**src/rtl/i2c_poll_sequencer_if.sv**
```systemverilog
// rtl/i2c_poll_sequencer_if.sv - go/done command bundle to the I2C master core plus the RAM write port
// Ports (master = sequencer side):
//   m_go, m_rw, m_nbyte, m_dev, m_reg, m_wdata  command towards the master core
//   m_ready, m_rdata, m_done, m_ack_err          response from the master core
//   ram_w, ram_wadd, ram_din                     display/local RAM write port
interface i2c_poll_sequencer_if #(
    parameter int ADDR_W = 5
);
    logic              m_go;
    logic              m_rw;
    logic [5:0]        m_nbyte;
    logic [6:0]        m_dev;
    logic [7:0]        m_reg;
    logic [7:0]        m_wdata;
    logic              m_ready;
    logic [7:0]        m_rdata;
    logic              m_done;
    logic              m_ack_err;
    logic              ram_w;
    logic [ADDR_W-1:0] ram_wadd;
    logic [7:0]        ram_din;

    modport master (
        output m_go, m_rw, m_nbyte, m_dev, m_reg, m_wdata,
        input  m_ready, m_rdata, m_done, m_ack_err,
        output ram_w, ram_wadd, ram_din
    );

    modport slave (
        input  m_go, m_rw, m_nbyte, m_dev, m_reg, m_wdata,
        output m_ready, m_rdata, m_done, m_ack_err,
        input  ram_w, ram_wadd, ram_din
    );
endinterface

```
**src/rtl/i2c_poll_sequencer.sv**
```systemverilog
// rtl/i2c_poll_sequencer.sv - round-robin multi-channel I2C transaction sequencer
// Polls NUM_CH configurable slave channels through the master core's go/done interface.
// Read bytes land in a RAM window at ch*MAX_BYTES+byte.
// Ports:
//   clk, reset            clock (rising edge), asynchronous active-low reset
//   enable, period        run polling rounds; idle cycles between rounds (0 = back-to-back)
//   cfg_we .. cfg_wdata   one-cycle strobe writing one channel's config entry
//   bus                   master-core command/response and RAM write port (master modport)
//   busy                  state is not IDLE
//   cur_ch                channel being served / last served
//   err_flags             sticky per-channel NACK/timeout flags
module i2c_poll_sequencer #(
    parameter int NUM_CH    = 4,
    parameter int CH_W      = 2,
    parameter int MAX_BYTES = 4,
    parameter int ADDR_W    = 5,
    parameter int TIMEOUT   = 20000
) (
    input  logic                 clk,
    input  logic                 reset,
    input  logic                 enable,
    input  logic [15:0]          period,
    input  logic                 cfg_we,
    input  logic [CH_W-1:0]      cfg_ch,
    input  logic                 cfg_en,
    input  logic                 cfg_rw,
    input  logic [6:0]           cfg_dev,
    input  logic [7:0]           cfg_reg,
    input  logic [5:0]           cfg_len,
    input  logic [7:0]           cfg_wdata,
    i2c_poll_sequencer_if.master bus,
    output logic                 busy,
    output logic [CH_W-1:0]      cur_ch,
    output logic [NUM_CH-1:0]    err_flags
);
    localparam int                TMO_W    = $clog2(TIMEOUT + 1);
    localparam int                IDX_W    = CH_W + 1;
    localparam logic [IDX_W-1:0]  IDX_END  = IDX_W'(NUM_CH);
    localparam logic [ADDR_W-1:0] SLOT_A   = ADDR_W'(MAX_BYTES);
    localparam logic [5:0]        MAX_LEN  = 6'(MAX_BYTES);
    // The timer reads 1 in the first XFER cycle, so this value marks the
    // TIMEOUT-th cycle counted from the m_go cycle.
    localparam logic [TMO_W-1:0]  TMO_LAST = TMO_W'(TIMEOUT - 1);

    typedef enum logic [2:0] {
        S_IDLE,
        S_SCAN,
        S_ISSUE,
        S_XFER,
        S_GAP
    } state_t;

    state_t            state, state_nxt;
    // One bit wider than a channel index so "past the last channel" is representable.
    logic [IDX_W-1:0]  idx, idx_nxt;
    logic [CH_W-1:0]   scan_ch;
    logic              at_end;
    logic              ch_active;
    logic [5:0]        sel_nbyte;
    logic [15:0]       gap_cnt;
    logic              gap_done;
    logic [TMO_W-1:0]  tmo_cnt;
    logic              tmo_hit;
    logic [5:0]        bcnt;
    logic              byte_ok;
    logic              err_this;

    logic [NUM_CH-1:0] tbl_en;
    logic [NUM_CH-1:0] tbl_rw;
    logic [6:0]        tbl_dev   [NUM_CH];
    logic [7:0]        tbl_reg   [NUM_CH];
    logic [5:0]        tbl_len   [NUM_CH];
    logic [7:0]        tbl_wdata [NUM_CH];

    assign scan_ch  = idx[CH_W-1:0];
    assign at_end   = (idx == IDX_END);
    assign tmo_hit  = (tmo_cnt == TMO_LAST);
    assign gap_done = ({1'b0, gap_cnt} + 17'd1) >= {1'b0, period};
    // Strobes past the clamped length still arrive from the core but are dropped.
    assign byte_ok  = bus.m_ready && (bcnt < bus.m_nbyte);
    assign busy     = (state != S_IDLE);
    assign bus.m_go = (state == S_ISSUE);

    always_comb begin
        ch_active = 1'b0;
        sel_nbyte = 6'd1;
        if (!at_end && (int'(scan_ch) < NUM_CH)) begin
            ch_active = tbl_en[scan_ch] && !(tbl_rw[scan_ch] && (tbl_len[scan_ch] == 6'd0));
            if (tbl_rw[scan_ch]) begin
                sel_nbyte = (tbl_len[scan_ch] > MAX_LEN) ? MAX_LEN : tbl_len[scan_ch];
            end
        end
    end

    always_comb begin
        state_nxt = state;
        idx_nxt   = idx;
        case (state)
            S_IDLE: begin
                if (enable) begin
                    state_nxt = S_SCAN;
                    idx_nxt   = '0;
                end
            end
            S_SCAN: begin
                if (!enable) begin
                    state_nxt = S_IDLE;
                end else if (at_end) begin
                    if (period != 16'd0) begin
                        state_nxt = S_GAP;
                    end else begin
                        idx_nxt = '0;
                    end
                end else if (ch_active) begin
                    state_nxt = S_ISSUE;
                end else begin
                    idx_nxt = idx + 1'b1;
                end
            end
            S_ISSUE: begin
                state_nxt = S_XFER;
            end
            S_XFER: begin
                if (bus.m_done || tmo_hit) begin
                    idx_nxt   = idx + 1'b1;
                    state_nxt = enable ? S_SCAN : S_IDLE;
                end
            end
            S_GAP: begin
                if (!enable) begin
                    state_nxt = S_IDLE;
                end else if (gap_done) begin
                    state_nxt = S_SCAN;
                    idx_nxt   = '0;
                end
            end
            default: begin
                state_nxt = S_IDLE;
            end
        endcase
    end

    always_ff @(posedge clk or negedge reset) begin
        if (!reset) begin
            state    <= S_IDLE;
            idx      <= '0;
            gap_cnt  <= '0;
            tmo_cnt  <= '0;
            bcnt     <= '0;
            err_this <= 1'b0;
        end else begin
            state   <= state_nxt;
            idx     <= idx_nxt;
            gap_cnt <= (state == S_GAP) ? gap_cnt + 16'd1 : 16'd0;
            if (state == S_ISSUE) begin
                tmo_cnt  <= TMO_W'(1);
                bcnt     <= '0;
                err_this <= 1'b0;
            end else if (state == S_XFER) begin
                tmo_cnt <= tmo_cnt + 1'b1;
                if (byte_ok) begin
                    bcnt <= bcnt + 6'd1;
                end
                if (bus.m_ack_err) begin
                    err_this <= 1'b1;
                end
            end
        end
    end

    // Shadow copy of the selected entry: later cfg_we writes never disturb
    // a transaction already handed to the core.
    always_ff @(posedge clk or negedge reset) begin
        if (!reset) begin
            cur_ch      <= '0;
            bus.m_rw    <= 1'b0;
            bus.m_nbyte <= '0;
            bus.m_dev   <= '0;
            bus.m_reg   <= '0;
            bus.m_wdata <= '0;
        end else if ((state == S_SCAN) && (state_nxt == S_ISSUE)) begin
            cur_ch      <= scan_ch;
            bus.m_rw    <= tbl_rw[scan_ch];
            bus.m_nbyte <= sel_nbyte;
            bus.m_dev   <= tbl_dev[scan_ch];
            bus.m_reg   <= tbl_reg[scan_ch];
            bus.m_wdata <= tbl_wdata[scan_ch];
        end
    end

    always_ff @(posedge clk or negedge reset) begin
        if (!reset) begin
            bus.ram_w    <= 1'b0;
            bus.ram_wadd <= '0;
            bus.ram_din  <= '0;
        end else begin
            bus.ram_w <= (state == S_XFER) && byte_ok && bus.m_rw;
            if ((state == S_XFER) && byte_ok && bus.m_rw) begin
                bus.ram_wadd <= ADDR_W'(cur_ch) * SLOT_A + ADDR_W'(bcnt);
                bus.ram_din  <= bus.m_rdata;
            end
        end
    end

    always_ff @(posedge clk or negedge reset) begin
        if (!reset) begin
            tbl_en <= '0;
            tbl_rw <= '0;
            for (int i = 0; i < NUM_CH; i++) begin
                tbl_dev[i]   <= '0;
                tbl_reg[i]   <= '0;
                tbl_len[i]   <= '0;
                tbl_wdata[i] <= '0;
            end
        end else if (cfg_we && (int'(cfg_ch) < NUM_CH)) begin
            tbl_en[cfg_ch]    <= cfg_en;
            tbl_rw[cfg_ch]    <= cfg_rw;
            tbl_dev[cfg_ch]   <= cfg_dev;
            tbl_reg[cfg_ch]   <= cfg_reg;
            tbl_len[cfg_ch]   <= cfg_len;
            tbl_wdata[cfg_ch] <= cfg_wdata;
        end
    end

    // Later assignments take priority: a fresh error beats both the
    // reconfiguration clear and the clean-completion clear.
    always_ff @(posedge clk or negedge reset) begin
        if (!reset) begin
            err_flags <= '0;
        end else begin
            if (cfg_we && (int'(cfg_ch) < NUM_CH)) begin
                err_flags[cfg_ch] <= 1'b0;
            end
            if (state == S_XFER) begin
                if (bus.m_done && !err_this && !bus.m_ack_err) begin
                    err_flags[cur_ch] <= 1'b0;
                end
                if (bus.m_ack_err || (tmo_hit && !bus.m_done)) begin
                    err_flags[cur_ch] <= 1'b1;
                end
            end
        end
    end
endmodule
```
**src/flat_wrapper.sv**
```systemverilog
// flat-port wrapper written by rule: the top's interface ports become plain ports
module i2c_poll_sequencer_flat 
#(
    parameter int NUM_CH    = 4,
    parameter int CH_W      = 2,
    parameter int MAX_BYTES = 4,
    parameter int ADDR_W    = 5,
    parameter int TIMEOUT   = 20000
)
  (clk, reset, enable, period, cfg_we, cfg_ch, cfg_en, cfg_rw, cfg_dev, cfg_reg, cfg_len, cfg_wdata, busy, cur_ch, err_flags, bus_m_go, bus_m_rw, bus_m_nbyte, bus_m_dev, bus_m_reg, bus_m_wdata, bus_m_ready, bus_m_rdata, bus_m_done, bus_m_ack_err, bus_ram_w, bus_ram_wadd, bus_ram_din);
  i2c_poll_sequencer_if #(.ADDR_W(ADDR_W)) bus_i ();
  input  logic clk;
  input  logic reset;
  input  logic enable;
  input  logic [15:0] period;
  input  logic cfg_we;
  input  logic [CH_W-1:0] cfg_ch;
  input  logic cfg_en;
  input  logic cfg_rw;
  input  logic [6:0] cfg_dev;
  input  logic [7:0] cfg_reg;
  input  logic [5:0] cfg_len;
  input  logic [7:0] cfg_wdata;
  output logic busy;
  output logic [CH_W-1:0] cur_ch;
  output logic [NUM_CH-1:0] err_flags;
  output wire logic [$bits(bus_i.m_go)-1:0] bus_m_go;
  output wire logic [$bits(bus_i.m_rw)-1:0] bus_m_rw;
  output wire logic [$bits(bus_i.m_nbyte)-1:0] bus_m_nbyte;
  output wire logic [$bits(bus_i.m_dev)-1:0] bus_m_dev;
  output wire logic [$bits(bus_i.m_reg)-1:0] bus_m_reg;
  output wire logic [$bits(bus_i.m_wdata)-1:0] bus_m_wdata;
  input wire logic [$bits(bus_i.m_ready)-1:0] bus_m_ready;
  input wire logic [$bits(bus_i.m_rdata)-1:0] bus_m_rdata;
  input wire logic [$bits(bus_i.m_done)-1:0] bus_m_done;
  input wire logic [$bits(bus_i.m_ack_err)-1:0] bus_m_ack_err;
  output wire logic [$bits(bus_i.ram_w)-1:0] bus_ram_w;
  output wire logic [$bits(bus_i.ram_wadd)-1:0] bus_ram_wadd;
  output wire logic [$bits(bus_i.ram_din)-1:0] bus_ram_din;
  assign bus_m_go = bus_i.m_go;
  assign bus_m_rw = bus_i.m_rw;
  assign bus_m_nbyte = bus_i.m_nbyte;
  assign bus_m_dev = bus_i.m_dev;
  assign bus_m_reg = bus_i.m_reg;
  assign bus_m_wdata = bus_i.m_wdata;
  assign bus_i.m_ready = bus_m_ready;
  assign bus_i.m_rdata = bus_m_rdata;
  assign bus_i.m_done = bus_m_done;
  assign bus_i.m_ack_err = bus_m_ack_err;
  assign bus_ram_w = bus_i.ram_w;
  assign bus_ram_wadd = bus_i.ram_wadd;
  assign bus_ram_din = bus_i.ram_din;
  i2c_poll_sequencer #(.NUM_CH(NUM_CH), .CH_W(CH_W), .MAX_BYTES(MAX_BYTES), .ADDR_W(ADDR_W), .TIMEOUT(TIMEOUT)) u_core (.clk(clk), .reset(reset), .enable(enable), .period(period), .cfg_we(cfg_we), .cfg_ch(cfg_ch), .cfg_en(cfg_en), .cfg_rw(cfg_rw), .cfg_dev(cfg_dev), .cfg_reg(cfg_reg), .cfg_len(cfg_len), .cfg_wdata(cfg_wdata), .bus(bus_i), .busy(busy), .cur_ch(cur_ch), .err_flags(err_flags));
endmodule
```
**config.mk**
```make
export PLATFORM = sky130hd
export DESIGN_NAME = i2c_poll_sequencer_flat
export DESIGN_NICKNAME = d
export VERILOG_FILES = /design/src/rtl/i2c_poll_sequencer_if.sv /design/src/rtl/i2c_poll_sequencer.sv /design/src/flat_wrapper.sv
export SDC_FILE = /design/constraint.sdc
export NUM_CORES = 1
export LEC_CHECK = 0
export ABC_AREA = 1
export CORE_MARGIN = 4
export CORE_UTILIZATION = 45
export DETAILED_ROUTE_END_ITERATION = 6
export HOLD_SLACK_MARGIN = 0.03
export PLACE_DENSITY = 0.66
export SLEW_MARGIN = 20
export SYNTH_ARGS = -nofsm -noshare
export SYNTH_HDL_FRONTEND = slang
export SYNTH_SLANG_ARGS = --single-unit
```
**constraint.sdc**
```tcl
create_clock -name clk -period 4.09 [get_ports clk]
set_clock_uncertainty 0.05 [all_clocks]
set_input_delay 1.0225 -clock clk [delete_from_list [all_inputs] [get_ports clk]]
set_output_delay 1.0225 -clock clk [all_outputs]
set_load 0.01 [all_outputs]
```
After elaboration in Yosys (flattened, before gate mapping)
Index checks and enable logic that the tools add are counted.
W data, S select, Z words.
{"block": "classes", "mul": 0, "eq_ne": 14, "reduce_logical": 29, "n_lt_le_gt_ge": 11, "bitwise": 7, "muxes": 69, "addsub": 6, "shifts": 0, "div_mod_pow": 0}
{"operator": "$bwmux W32", "n": 2}
{"operator": "$mux W6", "n": 9}
{"operator": "$mux W3", "n": 16}
{"operator": "$mux W8", "n": 5}
{"operator": "$bmux W8 S2", "n": 2}
{"operator": "$mux W15", "n": 2}
{"operator": "$bwmux W28", "n": 1}
{"operator": "$bwmux W24", "n": 1}
{"operator": "$mux W7", "n": 3}
{"operator": "$mux W4", "n": 5}
{"operator": "$add A16 B1 Y17 const B", "n": 1}
{"operator": "$ge A17 B16 Y1", "n": 1}
{"operator": "$add A16 B1 Y16 const B", "n": 1}
{"operator": "$demux W8 S2", "n": 1}
{"operator": "$mux W16", "n": 1}
{"operator": "$reduce_bool A16 Y1", "n": 1}
{"operator": "$add A15 B1 Y15 const B", "n": 1}
{"operator": "$eq A15 B15 Y1 const B", "n": 1}
{"operator": "$pmux W3 S5", "n": 1}
{"operator": "$bmux W7 S2", "n": 1}
{"operator": "$demux W7 S2", "n": 1}
{"operator": "$bmux W6 S2", "n": 1}
{"operator": "$demux W6 S2", "n": 1}
{"operator": "$logic_and A1 B1 Y1", "n": 12}
{"operator": "34 further kinds", "n": 65}
{"block": "totals", "n_memories": 0, "word_cells": 170, "mem_bits_ro": 0, "mem_bits_rw": 0, "inputBits": 64, "output_inout_bits": 52, "latchBits": 0, "regBits": 218}

Longest topological paths before layout
Gate-level depths: netlist of the first run.
{"block": "depth", "word_depth": 15, "ltp_mapped": 24, "depth_no_buf": 24}

Least setup slack after synthesis of the first run
No wires, ideal clock.
{"block": "synth_timing", "path_kind": "register to register", "start": "register u_core.gap_cnt[0]", "end": "register u_core.idx[0]", "arrival_ps": 2610, "n_path_buf": 0, "t_required_ps": 3923, "synth_period_minus_slack_ps": 2777, "setup_slack_ps": 1313, "stages_incl_launch_ff": 20, "setup_time_ps": 117, "path_cell_list": "dfrtp_1 -> ha_1 -> nand2_1 -> inv_1 -> nand2_1 -> nor2_1 -> nand2_1 -> nor2_1 -> nand4_1 -> nor2_1 -> xor2_1 -> inv_1 -> ha_1 -> nand4_1 -> nor4_1 -> nand2_1 -> nand4_1 -> nand2_1 -> nand2_1 -> nand2_1"}
{"block": "synth_between", "elab_chain_len": 4}
{"element": "start, declared", "line": "i2c_poll_sequencer.sv:60", "rtl": "logic [15:0] gap_cnt;"}
{"element": "start signal, assigned", "line": "i2c_poll_sequencer.sv:154", "rtl": "gap_cnt <= (state == S_GAP) ? gap_cnt + 16'd1 : 16'd0;"}
{"element": "$add A16 B1 Y17", "line": "i2c_poll_sequencer.sv:78", "rtl": "assign gap_done = ({1'b0, gap_cnt} + 17'd1) >= {1'b0, period};"}
{"element": "$ge A17 B16 Y1", "line": "i2c_poll_sequencer.sv:78"}
{"element": "$ne A2 B1 Y1 (no source line)"}
{"element": "$reduce_and A8 Y1 (no source line)"}
{"element": "end signal, assigned", "line": "i2c_poll_sequencer.sv:153", "rtl": "idx <= idx_nxt;"}
{"element": "end, declared", "line": "i2c_poll_sequencer.sv:55", "rtl": "logic [IDX_W-1:0] idx, idx_nxt;"}
Every way passes these cells.
A chain may end at the register's enable or synchronous reset.

Worst setup path after layout of the first run
Ends and elaborated chain as after synthesis.

==> metrics, run 1 <==
Slew @ Worst Pin 1.03 ns; # nets final 1430; DP HPWL 15700 um; first-pass GRT wire length 41100 um; GRT Total Usage 0.189; initial DRC count 508; Worst slew margin 0.313; Post-CTS Setup Repair Bufs 0; Residual DRC 0; drt wl/cell 14.7 um; Pint 4.82 mW; number of synthesis warnings 0; grt ovf 0; vias in the first global route 8429; VDD IR-drop max 0.352 mV; die width 160 um; dominant cell type by area after synthesis dfrtp_1; setup violators final 0; P per Cell Area 577 nW/um^2; ys flop type dfrtp_1; Antenna Nets Post-Route 0; count of input and output buffers 115; synthesized flop and latch total 218; Post-Syn Area per Cell 8.35 sq um; CP peak stage delay 0.39 ns; clk slew on worst S/H paths 0.06 ns; status complete, no violations; synth top area cells dfrtp_1, nand2_1, o21ai_0, inv_1, ha_1; most used cell along the critical path nand2_1; combinational share of power 0.309; Routed WL 24000 um; vias per cell 5.11; IO Pins 116; CP cell instances ha_1 -> nand2_1 -> inv_1 -> nand2_1 -> nor2_1 -> nand2_1 -> nor2_1 -> nand4_1 -> nor2_1 -> xor2_1 -> inv_1 -> ha_1 -> a21oi_1 -> o211ai_1 -> inv_1 -> nand2_1 -> nor2_1 -> nand4_1 -> nand2_1 -> nand2_1 -> nand2_1; RePlAce Congestion 0.802; crit path DAT 3.67 ns; NetSw 2.40 mW; layout cells sized above 1 0.0488; hold_buf cts 0; vias after detailed routing 8359; Slew Limit Fails 0; top cell type's share of synthesized area 0.528; H-tree depth 1; syn nets 1330; Critical Path End Type flip-flop; clk buf depth 3; WP data required 4.49 ns; Post-synth EDFFs 0; Pwr Total 7.22 mW; Sequential Power Share 0.399; final period utilization 0.798; Mapped Area 10300 sq um; Sink Count 218; setup_tns 0 ns; RSZ-0062 raised after global routing false; initial core utilization 0.457; Tmin final 3.27 ns; placed cell area 11700 sq um; cell count after synthesis 1238; Layout Cell Area excl Fill 12500 sq um; Syn-to-layout area delta 20.9%; Clock Latency Late Sink 0.53 ns; crit path max-delay cell type dfrtp_1; max cap viols 0; antenna violations before repair 0; Hold Path Class reg2reg; Leak 6.10 nW; CP max FO 5; ys async rst share 1.00; CTS tree yes; final hold violation count 0; antenna cells 0; Detailed Routing Iterations Pass 1 5; FP Rows 55; fmax 0.306 GHz; fillcell total 2099; clock power share 0.292; Yosys cell types 44; largest net degree at the start of global routing 94; DIE AREA 25500 sq um; post-synthesis sequential area ratio 0.528; sw frac 0.332; CTS root buf clkbuf_16; startpoint type of the worst setup path flip-flop; critical path class reg2reg; core area 22600 sq um; PostCTS Resize Cnt 0; TritonCTS buffer count 24; Chip Height 160 um
worst paths after layout:
path | startpoint | endpoint | slack, ns | depth (start not counted)
max | u_core.gap_cnt[0]$_DFF_PN0_ | u_core.idx[0]$_DFFE_PN0P_ | 0.82 | 21
min | u_core.tmo_cnt[4]$_DFFE_PN0P_ | u_core.tmo_cnt[4]$_DFFE_PN0P_ | 0.42 | 1
max reg2reg | u_core.gap_cnt[0]$_DFF_PN0_ | u_core.idx[0]$_DFFE_PN0P_ | 0.82 | 21
min reg2reg | u_core.tmo_cnt[4]$_DFFE_PN0P_ | u_core.tmo_cnt[4]$_DFFE_PN0P_ | 0.42 | 1
max in group asynchronous | reset | u_core.bus.m_nbyte[4]$_DFFE_PN0P_ | 2.70 | 2
min in group asynchronous | reset | u_core.gap_cnt[2]$_DFF_PN0_ | 0.46 | 1
Yosys cell counts (all sizes together), types with 3 or more instances:
cell type / n
nand2: 361
dfrtp: 218
o21ai: 183
inv: 145
nor2: 69
a21oi: 41
clkbuf: 40
nand3: 39
ha: 27
a32o: 23
nand4: 19
buf: 14
nor3: 14
xor2: 8
nor4: 7
clkinv: 3
o211ai: 3
o22ai: 3
critical path: cells and delay by family, from the launching register on:
family	cells	cell delay [ns]
and+or+nand+nor	13	1.59
adders and majority gates	2	0.49
DFF	1	0.39
AOI/OAI and AO/OA	2	0.25
buffers and inverters	3	0.22
xor gates and xnor gates	1	0.21
layer usage:
layer  global-route usage  routed length (um)  vias up
li1                     -                   -     4244
met1                0.252               11100     3918
met2                0.330               11400      162
met3               0.0261                1000       35
met4               0.0446                 563        0
met5                    0                   0        -
cell usage in the layout (no fill, tap or decap), types with 23 or more instances in the layout:
| cell type | netlist | routed |
|---|---|---|
| nand3_1 | 39 | 37 |
| ha_1 | 27 | 27 |
| nand2_1 | 360 | 360 |
| inv_1 | 140 | 140 |
| a21oi_1 | 41 | 41 |
| dfrtp_1 | 218 | 217 |
| o21ai_0 | 158 | 158 |
| nor2_1 | 69 | 69 |
| clkdlybuf4s50_1 | 0 | 114 |
| a32o_1 | 23 | 23 |
| clkbuf_16 | 0 | 24 |
final cells by class:
type / instances / area (sq um) / area share
well taps: 285 / 357 / 0.0285
flip-flops and latches: 218 / 5460 / 0.437
repair buffers: 128 / 1280 / 0.102
clock inverters: 6 / 109 / 0.00871
inverters: 148 / 556 / 0.0444
clock buffers: 34 / 658 / 0.0527
multi-input cells: 818 / 4080 / 0.327
power groups by stage:
stage | Sequential [mW] | Clock, mW | Combinational (mW)
floorplan | 2.93 | 0 | 1.34
global placement | 2.90 | 0 | 2.22
detailed placement | 2.91 | 0 | 2.26
CTS | 2.88 | 2.17 | 2.27
global route | 2.94 | 2.25 | 2.53
finish | 2.88 | 2.11 | 2.23
metrics by stage:
step,setup slack (ns),hold WS (ns),std cells,util
detailed placement,0.813,0.413,1597,0.518
global placement,0.968,0.412,1597,0.518
global route,0.326,0.449,1637,0.552
finish,0.824,0.418,1637,0.552
floorplan,1.31,0.391,1238,-
CTS,0.787,0.421,1637,0.552
cell families (layout without fill, tap and decap cells):
group / Yosys count / after routing / share of synthesized area
adders and majority gates: 28 / 28 / 0.0346
buffers and inverters: 202 / 316 / 0.0782
xor gates and xnor gates: 9 / 9 / 0.00763
and+or+nand+nor: 512 / 512 / 0.202
DFF: 218 / 218 / 0.528
muxes: 1 / 1 / 0.000968
AOI/OAI and AO/OA: 268 / 268 / 0.149
Power figures use the tool's default switching activity.
==> inputs of run 2 (changes only) <==
--- a/config.mk
+++ b/config.mk
@@ -10,7 +10,7 @@
 export CORE_UTILIZATION = 45
 export DETAILED_ROUTE_END_ITERATION = 6
 export HOLD_SLACK_MARGIN = 0.03
-export PLACE_DENSITY = 0.66
+export PLACE_DENSITY = 0.69
 export SLEW_MARGIN = 20
 export SYNTH_ARGS = -nofsm -noshare
 export SYNTH_HDL_FRONTEND = slang
==> constraint.sdc (replaced) <==
create_clock -name clk -period 2.65 [get_ports clk]
set_clock_uncertainty 0.05 [all_clocks]
set_input_delay 0.6625 -clock clk [delete_from_list [all_inputs] [get_ports clk]]
set_output_delay 0.6625 -clock clk [all_outputs]
set_load 0.01 [all_outputs]
==> metrics, run 2 (synthesis results as in run 1) <==
# nets final 1464; clk slew on worst S/H paths 0.06 ns; failing checks setup timing; initial core utilization 0.457; antenna violations before repair 0; first-pass GRT wire length 40900 um; IO Pins 116; P per Cell Area 854 nW/um^2; vias in the first global route 8386; DP HPWL 16300 um; DIE AREA 25500 sq um; most used cell along the critical path buf_4; initial DRC count 484; die width 160 um; Slew Limit Fails 0; VDD IR-drop max 0.553 mV; layout cells sized above 1 0.0874; drt wl/cell 14.3 um; Leak 6.28 nW; worst r2r dst u_core.idx[1]$_DFFE_PN0P_; RSZ-0062 raised after global routing true; status finished with violations; worst setup margin -0.172 ns; core area 22600 sq um; count of input and output buffers 115; Syn-to-layout area delta 24.4%; Hold Path Class in2async; FP Rows 55; commonest cells after routing, fill and taps aside nand2_1, dfrtp_1, o21ai_0, inv_1, clkdlybuf4s50_1; Tmin final 2.82 ns; RePlAce Congestion 0.850; Clock Latency Late Sink 0.53 ns; vias per cell 5.14; Antenna Nets Post-Route 0; antenna cells 0; WHS 0.0751 ns; critical path's top delay family buffers and inverters; CTS root buf clkbuf_16; CP peak stage delay 0.35 ns; worst reg2reg path depth 20; placed cell area 12000 sq um; largest net degree at the start of global routing 73; grt ovf 0; max cap viols 0; crit path DAT 3.18 ns; crit path max-delay cell type dfrtp_1; critical path class reg2reg; final hold violation count 0; reg-to-reg slack, setup -0.17 ns; WP data required 3.01 ns; vias after detailed routing 8580; fmax 0.354 GHz; CP cell instances ha_2 -> nand2_2 -> inv_2 -> nand2_4 -> buf_4 -> buf_4 -> buf_4 -> o21ai_1 -> nand2_1 -> inv_1 -> ha_1 -> a21oi_2 -> o21ai_0 -> a21oi_1 -> nor2_1 -> nor2_2 -> nand4_1 -> buf_6 -> nand3_2 -> nand2_1; GRT Total Usage 0.188; Critical Path End Type flip-flop; Detailed Routing Iterations Pass 1 7; fillcell total 2020; H-tree depth 1; Routed WL 23900 um; Slew @ Worst Pin 0.584 ns; Layout Cell Area excl Fill 12900 sq um; Sink Count 218; CP max FO 4; final period utilization 1.06; worst r2r src u_core.gap_cnt[0]$_DFF_PN0_; TritonCTS buffer count 24; fin cells 1669; Residual DRC 0; dpl ws -0.343 ns; startpoint type of the worst setup path flip-flop; commonest non-fill, non-tap cell in the layout nand2_1; Chip Height 160 um; placed cell count 1624; setup violators final 5; Worst slew margin 0.610; CTS tree yes; clk buf depth 3; WP buf/inv 6
-- run 2: worst register-to-register path: cells and delay by family (launching register included) --
kind,cells,cell delay [ns]
buffers and inverters,6,0.70
AO/OA/AOI/OAI,4,0.51
AND/OR/NAND/NOR,8,0.67
adder cells (fa/ha/maj),2,0.44
flip-flops,1,0.35
-- run 2: worst max-delay path by stage --
stage	start	to	slack [ns]	depth (start not counted)
6_report	u_core.gap_cnt[0]$_DFF_PN0_	u_core.idx[1]$_DFFE_PN0P_	-0.17	20
4_1_cts	u_core.gap_cnt[1]$_DFF_PN0_	u_core.idx[2]$_DFFE_PN0P_	-0.23	21
5_1_grt	u_core.gap_cnt[0]$_DFF_PN0_	u_core.idx[0]$_DFFE_PN0P_	-0.43	21
3_5_place_dp	u_core.gap_cnt[1]$_DFF_PN0_	u_core.idx[0]$_DFFE_PN0P_	-0.34	21
2_1_floorplan	u_core.gap_cnt[0]$_DFF_PN0_	u_core.idx[0]$_DFFE_PN0P_	-0.04	21
3_3_place_gp	u_core.gap_cnt[1]$_DFF_PN0_	u_core.idx[0]$_DFFE_PN0P_	-0.22	21
-- run 2: metrics by stage --
step	power [mW]	TNS, ns	utilization
global route	11.8	-2.01	0.568
CTS	11.1	-1.14	0.565
floorplan	6.59	-0.116	-
global placement	7.98	-0.792	0.531
finish	11.0	-0.718	0.568
detailed placement	8.04	-1.37	0.531
-- run 2: layout make-up --
type | count | area, sq um | share of cell area
flip-flops and latches | 218 | 5460 | 0.424
multi-input cells | 818 | 4190 | 0.326
repair buffers | 162 | 1600 | 0.124
clock buffers | 35 | 662 | 0.0515
inverters | 148 | 556 | 0.0432
well taps | 285 | 357 | 0.0277
clock inverters | 3 | 40.0 | 0.00311
-- run 2: layer usage --
| layer | global-route usage | share of wire |
|---|---|---|
| met2 | 0.312 | 0.47 |
| met3 | 0.0272 | 0.044 |
| met5 | 0 | 0 |
| met1 | 0.261 | 0.47 |
| met4 | 0.0529 | 0.021 |
-- run 2: what timing repair did --
| action | in CTS | in global routing |
|---|---|---|
| resized for setup | 5 | 18 |
| hold buffers | 0 | 0 |
| pin swaps | 19 | 5 |
| gates cloned | 0 | 0 |
| buffers inserted | 8 | 0 |
| setup endpoints to repair | 6 | 6 |
-- run 2: power by group --
group	internal (mW)	switching, mW
registers	4.01	0.409
logic	1.58	1.98
clock network	1.72	1.28
